[config.mk]
export PLATFORM = sky130hd
export DESIGN_NAME = systolic_pe_cfg
export DESIGN_NICKNAME = d
export VERILOG_FILES = /design/src/rtl/systolic_pkg.sv /design/src/rtl/pe_sat_acc.sv /design/src/rtl/systolic_pe_cfg.sv
export SDC_FILE = /design/constraint.sdc
export NUM_CORES = 1
export LEC_CHECK = 0
export CORE_ASPECT_RATIO = 0.8
export CORE_UTILIZATION = 40
export CTS_CLUSTER_SIZE = 28
export DETAILED_ROUTE_END_ITERATION = 10
export PLACE_DENSITY_LB_ADDON = 0.1
export SLEW_MARGIN = 20
export SYNTH_ARGS = -nofsm -noshare
export SYNTH_HDL_FRONTEND = slang
export SYNTH_SLANG_ARGS = --single-unit
[constraint.sdc]
create_clock -name clk -period 9.52 [get_ports clk]
set_input_delay 1.428 -clock clk [delete_from_list [all_inputs] [get_ports clk]]
set_output_delay 1.428 -clock clk [all_outputs]
set_load 0.005 [all_outputs]
[src/rtl/systolic_pkg.sv]
`default_nettype none
// ============================================================================
// systolic_pkg : shared types, width defaults and overflow helper for the PE
// Rev 1.0
// ============================================================================
package systolic_pkg;

  typedef enum logic {
    PE_WS = 1'b0,
    PE_OS = 1'b1
  } pe_mode_e;

  localparam int PE_DATA_WIDTH = 16;
  localparam int PE_ACC_WIDTH  = 40;

  // Signed add overflows when both operands share a sign the result lacks.
  function automatic logic sat_add_ovf(input logic sa, input logic sb, input logic ss);
    return (sa == sb) && (ss != sa);
  endfunction

endpackage
`default_nettype wire

[src/rtl/pe_sat_acc.sv]
`default_nettype none
// ============================================================================
// pe_sat_acc : signed adder with overflow detect, optional clamp to range
// Rev 1.0
// ============================================================================
module pe_sat_acc
  import systolic_pkg::*;
#(
  parameter int ACC_WIDTH = PE_ACC_WIDTH,
  parameter bit SATURATE  = 1'b1
) (
  input  logic signed [ACC_WIDTH-1:0] a,
  input  logic signed [ACC_WIDTH-1:0] b,
  output logic signed [ACC_WIDTH-1:0] sum,
  output logic                        ovf
);

  localparam logic signed [ACC_WIDTH-1:0] ACC_MAX = {1'b0, {(ACC_WIDTH-1){1'b1}}};
  localparam logic signed [ACC_WIDTH-1:0] ACC_MIN = {1'b1, {(ACC_WIDTH-1){1'b0}}};

  logic signed [ACC_WIDTH-1:0] raw;

  always_comb begin
    raw = a + b;
    ovf = sat_add_ovf(a[ACC_WIDTH-1], b[ACC_WIDTH-1], raw[ACC_WIDTH-1]);
    sum = raw;
    if (SATURATE && ovf) sum = a[ACC_WIDTH-1] ? ACC_MIN : ACC_MAX;
  end

endmodule
`default_nettype wire

[src/rtl/systolic_pe_cfg.sv]
`default_nettype none
// ============================================================================
// systolic_pe_cfg : 3-stage WS/OS systolic PE with stall, clear and OS drain
// Rev 1.0
// ============================================================================
module systolic_pe_cfg
  import systolic_pkg::*;
#(
  parameter int DATA_WIDTH = PE_DATA_WIDTH,
  parameter int ACC_WIDTH  = PE_ACC_WIDTH,
  parameter bit SATURATE   = 1'b1
) (
  input  logic                         clk,
  input  logic                         rst_n,
  input  logic                         en,
  input  logic                         clear,
  input  logic                         mode,
  input  logic signed [DATA_WIDTH-1:0] a_in,
  input  logic                         a_vld_in,
  input  logic signed [DATA_WIDTH-1:0] b_in,
  input  logic                         b_vld_in,
  input  logic                         load_w,
  input  logic signed [ACC_WIDTH-1:0]  psum_in,
  input  logic                         psum_vld_in,
  input  logic                         drain,
  output logic signed [DATA_WIDTH-1:0] a_out,
  output logic                         a_vld_out,
  output logic signed [DATA_WIDTH-1:0] b_out,
  output logic                         b_vld_out,
  output logic signed [ACC_WIDTH-1:0]  psum_out,
  output logic                         psum_vld_out,
  output logic                         ovf,
  output logic                         err
);

  localparam int PW = 2 * DATA_WIDTH;

  pe_mode_e                     mode_q;
  logic signed [DATA_WIDTH-1:0] w_q;
  logic signed [DATA_WIDTH-1:0] a_q, b_q;
  logic                         a_vld_q, b_vld_q, psum_vld1_q, drain1_q;
  logic signed [ACC_WIDTH-1:0]  psum1_q;
  logic signed [ACC_WIDTH-1:0]  prod_q, psum2_q;
  logic                         prod_vld_q, psum_vld2_q, drain2_q;
  logic signed [ACC_WIDTH-1:0]  acc_q, psum_q;
  logic                         psum_vld_q, ovf_q, err_q;

  logic signed [DATA_WIDTH-1:0] mul_b;
  logic                         mul_vld;
  logic signed [PW-1:0]         prod_full;
  logic signed [ACC_WIDTH-1:0]  add_a, add_b, add_sum;
  logic                         add_ovf;

  always_comb begin
    mul_b     = (mode_q == PE_OS) ? b_q : w_q;
    mul_vld   = (mode_q == PE_OS) ? (a_vld_q & b_vld_q) : a_vld_q;
    prod_full = PW'(a_q) * PW'(mul_b);
    // OS accumulates into acc; WS adds onto the incoming partial sum
    add_a     = (mode_q == PE_OS) ? acc_q : psum2_q;
    add_b     = prod_vld_q ? prod_q : '0;
  end

  pe_sat_acc #(
    .ACC_WIDTH (ACC_WIDTH),
    .SATURATE  (SATURATE)
  ) u_sat_acc (
    .a   (add_a),
    .b   (add_b),
    .sum (add_sum),
    .ovf (add_ovf)
  );

  always_ff @(posedge clk or negedge rst_n) begin
    if (!rst_n)                w_q <= '0;
    else if (en && load_w)     w_q <= b_in;
  end

  always_ff @(posedge clk or negedge rst_n) begin
    if (!rst_n) begin
      a_q <= '0; b_q <= '0; psum1_q <= '0;
      a_vld_q <= 1'b0; b_vld_q <= 1'b0; psum_vld1_q <= 1'b0; drain1_q <= 1'b0;
    end else if (clear) begin
      a_vld_q <= 1'b0; b_vld_q <= 1'b0; psum_vld1_q <= 1'b0; drain1_q <= 1'b0;
    end else if (en) begin
      a_q <= a_in; b_q <= b_in; psum1_q <= psum_in;
      a_vld_q <= a_vld_in; b_vld_q <= b_vld_in; psum_vld1_q <= psum_vld_in; drain1_q <= drain;
    end
  end

  always_ff @(posedge clk or negedge rst_n) begin
    if (!rst_n) begin
      prod_q <= '0; psum2_q <= '0;
      prod_vld_q <= 1'b0; psum_vld2_q <= 1'b0; drain2_q <= 1'b0;
    end else if (clear) begin
      prod_vld_q <= 1'b0; psum_vld2_q <= 1'b0; drain2_q <= 1'b0;
    end else if (en) begin
      prod_q      <= ACC_WIDTH'(prod_full);
      prod_vld_q  <= mul_vld;
      psum2_q     <= psum1_q;
      psum_vld2_q <= psum_vld1_q;
      drain2_q    <= drain1_q;
    end
  end

  always_ff @(posedge clk or negedge rst_n) begin
    if (!rst_n) begin
      acc_q <= '0; psum_q <= '0; psum_vld_q <= 1'b0;
      ovf_q <= 1'b0; err_q <= 1'b0; mode_q <= PE_WS;
    end else if (clear) begin
      acc_q <= '0; psum_q <= '0; psum_vld_q <= 1'b0;
      ovf_q <= 1'b0; err_q <= 1'b0; mode_q <= pe_mode_e'(mode);
    end else if (en) begin
      if (mode_q == PE_WS) begin
        if (prod_vld_q && psum_vld2_q) begin
          psum_q     <= add_sum;
          psum_vld_q <= 1'b1;
          if (add_ovf) ovf_q <= 1'b1;
        end else begin
          psum_q     <= psum2_q;
          psum_vld_q <= psum_vld2_q;
        end
      end else if (drain2_q) begin
        // Local drain beats a forwarded psum arriving in the same slot
        psum_q     <= add_sum;
        psum_vld_q <= 1'b1;
        acc_q      <= '0;
        if (add_ovf)     ovf_q <= 1'b1;
        if (psum_vld2_q) err_q <= 1'b1;
      end else begin
        if (prod_vld_q) begin
          acc_q <= add_sum;
          if (add_ovf) ovf_q <= 1'b1;
        end
        psum_q     <= psum2_q;
        psum_vld_q <= psum_vld2_q;
      end
    end
  end

  assign a_out        = a_q;
  assign a_vld_out    = a_vld_q;
  assign b_out        = b_q;
  assign b_vld_out    = b_vld_q;
  assign psum_out     = psum_q;
  assign psum_vld_out = psum_vld_q;
  assign ovf          = ovf_q;
  assign err          = err_q;

endmodule
`default_nettype wire

# Yosys cells after proc, flatten, opt, wreduce, memory -nomap -nowiden

Cells that the tools add are included.

Bitwise operators: 2
Reductions and logical operators: 13
Muxes and demuxes: 47
Multipliers: 1
Equal/unequal tests: 3
Add/sub/neg operators: 1

Operators with widths:

| cell                 | number |
|---|---|
| $mux W40             | 14 |
| $add A40 B40 Y40     | 1 |
| $mul A16 B16 Y32     | 1 |
| $mux W1              | 32 |
| $mux W16             | 1 |
| $reduce_bool A2 Y1   | 4 |
| $reduce_and A3 Y1    | 2 |
| $reduce_bool A3 Y1   | 2 |
| $ne A4 B2 Y1 const B | 1 |
| $reduce_and A4 Y1    | 1 |
| $logic_and A1 B1 Y1  | 3 |
| $reduce_and A2 Y1    | 1 |
| $and A1 B1 Y1        | 1 |
| $eq A1 B1 Y1         | 1 |
| $ne A1 B1 Y1         | 1 |
| $not A1 Y1           | 1 |

Output and inout port bits: 77
Register bits after elaboration: 251
Input bits: 82

# Longest topological paths before layout

Depth in word-level cells: 10
Gate-level depth with buffers: 27

# Modules after synthesis

Synthesis repeated with hierarchy kept, for this count alone.

Cell total of the unflattened synthesis: 2523
Area total of the unflattened synthesis: 22803.1 um2

Modules (own cells, without submodules):

| module          | seq. area each (um2) | area an instance (um2) | cells each | instances |
|---|---|---|---|---|
| systolic_pe_cfg | 6281.0               | 20460.9                | 2181       | 1 |
| pe_sat_acc      | 0.0                  | 2342.2                 | 342        | 1 |

# Worst setup path after synthesis

No wires, ideal clock.

Kind: register -> register
Start point: register mode_q
End point: register, netlist name prod_q[31]
Stages on the path, launching flop included: 27
Period minus slack after synthesis: 7.273 ns
Library setup time: 0.124 ns
Path slack: 2.247 ns
Path buffers: 4
Arrival: 7.149 ns
Required time: 9.396 ns
Cells stage by stage: dfrtp_1 -> clkbuf_1 -> clkbuf_1 -> mux2i_1 -> clkbuf_1 -> nor2b_1 -> fa_1 -> inv_1 -> fa_1 -> fa_1 -> inv_1 -> fa_1 -> fa_1 -> inv_1 -> fa_1 -> inv_1 -> ha_1 -> clkbuf_1 -> a21oi_1 -> o211ai_1 -> nor3_1 -> a21oi_1 -> o41ai_2 -> o31ai_1 -> a211o_1 -> a31o_2 -> a211o_1

Cells in the longest elaborated chain, start to end: 2

RTL lines:

| item                   | RTL line               | RTL |
|---|---|---|
| start, declared        | systolic_pe_cfg.sv:38  | `pe_mode_e mode_q;` |
| start signal, assigned | systolic_pe_cfg.sv:108 | `ovf_q <= 1'b0; err_q <= 1'b0; mode_q <= PE_WS;` |
| start signal, assigned | systolic_pe_cfg.sv:111 | `ovf_q <= 1'b0; err_q <= 1'b0; mode_q <= pe_mode_e'(mode);` |
| $mux W16               | systolic_pe_cfg.sv:55  | `mul_b = (mode_q == PE_OS) ? b_q : w_q;` |
| $mul A16 B16 Y32       | systolic_pe_cfg.sv:57  | `prod_full = PW'(a_q) * PW'(mul_b);` |

Every way passes these cells.
A chain may end at the register's enable or synchronous reset.

# Worst setup path after layout

Start point: register mode_q
End point: register, netlist name prod_q[31]

Cells in the longest elaborated chain, start to end: 2

RTL lines:

| item             | RTL line |
|---|---|
| $mux W16         | systolic_pe_cfg.sv:55 |
| $mul A16 B16 Y32 | systolic_pe_cfg.sv:57 |

Every way passes these cells.

==> metrics.md <==
| Metric | Value |
|---|---|
| FMAX | `132 MHz` |
| ANT cells | `0` |
| Nets | `3,150` |
| Die area | `59,100 µm²` |
| FP Rows | `78` |
| Critical R2R Capture | `prod_q[31]` |
| Most frequent cells after synthesis | `nand2_1 (573), inv_1 (291), fa_1 (263)` |
| Crit. End Element | `flop` |
| Ys Warns | `0` |
| RSZ-0062 raised after global routing | `no` |
| Startpoint types | `flop` |
| Final worst path period share | `0.799` |
| Die Y | `218 µm` |
| Clk_skew | `0.0240 ns` |
| Top Ports | `159` |
| Hold endpoint | `psum2_q[4]` |
| Largest net degree at the start of global routing | `77` |
| Fillers | `5,613` |
| # DRC | `0` |
| Top FF cell, synth | `dfrtp_1` |
| Fin crit period | `7.60 ns` |
| Cts repair resizes | `0` |
| Max Slew Vio Count | `0` |
| DP HPWL | `49,100 µm` |
| Clock Latency Late Sink | `0.59 ns` |
| Vias per cell | `5.28` |
| First-pass GRT wire length | `108,000 µm` |
| DP Area | `25,500 µm²` |
| TritonCTS clock tree | `built` |
| Seq cells post-synth | `251` |
| Fin. Hold Viols | `0` |
| Cts hold-fix bufs | `0` |
| Worst min path class | `reg -> reg` |
| Average size of a mapped cell | `8.97 µm²` |
| Synth unique cells | `82` |
| Critical path type | `reg -> reg` |
| Vias post-DR | `18,300` |
| Worst R2R Path Depth | `22` |
| Least-Margin Pin Slew | `1.04 ns` |
| Drt pass-1 iters | `7` |
| Share of the synthesized area in the top cell type | `0.270` |
| GRT overflow | `0` |
| Min-Delay Startpoint | `psum1_q[4]` |
| Fin Setup TNS | `0 ns` |
| Total CTS buffers | `30` |
| Share of layout cells above drive strength 1 | `0.0665` |
| Origin of the critical flop-to-flop path | `mode_q` |
| Total routed wirelength | `65,400 µm` |
| Clk slew on worst S/H paths | `0.06 ns` |
| Port Buf Inserts | `158` |
| EDFF count, synth | `0` |
| Syn_nets | `3,057` |
| Synth area leaders | `dfrtp_1 (27%), fa_1 (23%), nand2_1 (9.3%)` |
| Initial core utilization | `0.408` |
| Chip width | `271 µm` |
| Status | `completed` |
| Vias in the first global route | `19,600` |
| Rel. slew slack | `0.307` |
| Clock Tree Buf Depth | `3` |
| Sequential share of the synthesized area | `0.270` |
| Cells after Synth | `2,591` |
| # setup viols final | `0` |
| Post-synthesis async set-or-reset flop share | `1.00` |
| CP Data Required Time | `9.99 ns` |
| Initial DRC count | `1,273` |
| H-tree depth | `1` |
| WL/cell | `18.9 µm` |
| Worst EP arrival | `8.07 ns` |
| Initial antenna violation count | `5` |
| Fin area | `26,600 µm²` |
| Hold path cells | `2` |
| Core area | `57,000 µm²` |
| Max FO, Critical Path | `17` |
| Area Overhead vs Synth | `14.4%` |
| Max_cap viols | `0` |
| Most common cell in the netlist | `nand2_1` |
| Root Buffer | `clkbuf_16` |
| Clock Sinks | `251` |
| Final Wtd Congestion | `0.895` |
| Cell taking the most area after synthesis | `dfrtp_1` |
| Synthesized area | `23,200 µm²` |
| All-Layer GR Usage | `0.232` |
| Worst R2R Setup Slack | `1.92 ns` |
| Post-CTS setup repair buffer count | `0` |
| ANT nets after route | `0` |
layer usage:
layer | vias up | wire length (µm) | track usage
met5 | - | 52 | 0
met4 | 8 | 1440 | 0.0528
met3 | 89 | 3090 | 0.0296
met2 | 421 | 28900 | 0.363
met1 | 9250 | 31900 | 0.342
li1 | 8540 | - | -
cell families after synthesis:
logic type,Yosys count,share of synthesized area
xor gates and xnor gates,59,0.0222
muxes,79,0.0375
and+or+nand+nor,989,0.192
adders and majority gates,384,0.292
AOI/OAI and AO/OA,412,0.118
buffers and inverters,417,0.0685
DFF,251,0.270
worst max-delay path: stages, from the launching register on:
cell and delay [ns]:
dfrtp_2 0.71, mux2i_2 0.88, nor2b_1 0.14, fa_1 0.51
inv_1 0.05, fa_1 0.46, fa_1 0.51, inv_1 0.06
fa_1 0.49, fa_1 0.50, inv_1 0.05, fa_1 0.47
inv_1 0.04, ha_1 0.36, a21oi_1 0.22, o211ai_1 0.16
nor3_1 0.16, a21oi_1 0.15, o41ai_2 0.44, o31ai_1 0.21
a211o_1 0.39, a31o_2 0.26, a211o_1 0.25
area by class of cell:
class                           count  area (µm²)  area share
Timing Repair Buffer              186        1800      0.0676
Inverter                          292        1100      0.0412
Tap cell                          760         951      0.0358
Clock buffer                       42         887      0.0334
Sequential cell                   251        6280       0.236
Multi-Input combinational cell   1923       15400       0.579
Clock inverter                     13         166     0.00626
per-stage QoR:
stage          setup WS, ns  hold slack [ns]   util  cells
3_5_place_dp           1.99            0.455  0.448   3412
5_1_grt                1.54            0.493  0.466   3467
4_1_cts                1.97            0.471  0.466   3467
2_1_floorplan          2.25            0.438      -   2591
6_report               1.92            0.464  0.466   3467
3_3_place_gp           2.19            0.453  0.448   3412
cell usage in the layout (no fill, tap or decap), drive strengths merged, types with 6 or more instances in the layout:
master         count
xnor2             41
dfrtp            251
mux2              65
mux2i             14
buf               29
a22oi              9
nand2b            25
o21a              12
or3               11
a211oi            14
or2                6
a221o             11
xor2              18
o21bai             7
inv              297
o22ai             10
clkdlybuf4s50    157
ha               121
nor2b             92
and3               8
nand3             19
a211o              6
a21o              39
a31oi             15
clkbuf            42
nor2             111
and2              82
nand2            574
o21ai            123
o211ai            12
a21oi             91
nor3              29
fa               263
nand4             15
a22o               6
o31ai             15
flip-flops by register name, indices dropped and copies added (netlist names), 16 cells and up:
signal,count
acc_q,40
w_q,16
prod_q,32
psum_out,40
psum1_q,40
b_out,16
psum2_q,40
a_out,16
how the worst max path moves through the flow:
stage,from,to,slack (ns),cells after the start
3_3_place_gp,mode_q,prod_q[31],2.19,22
3_5_place_dp,mode_q,prod_q[31],1.99,22
4_1_cts,mode_q,prod_q[31],1.97,22
2_1_floorplan,mode_q,prod_q[31],2.25,26
6_report,mode_q,prod_q[31],1.92,22
5_1_grt,mode_q,prod_q[31],1.54,22
Power is left out: the tool's default activity adds up to more than one toggle a clock period on the data nets, which glitch-free logic cannot reach.
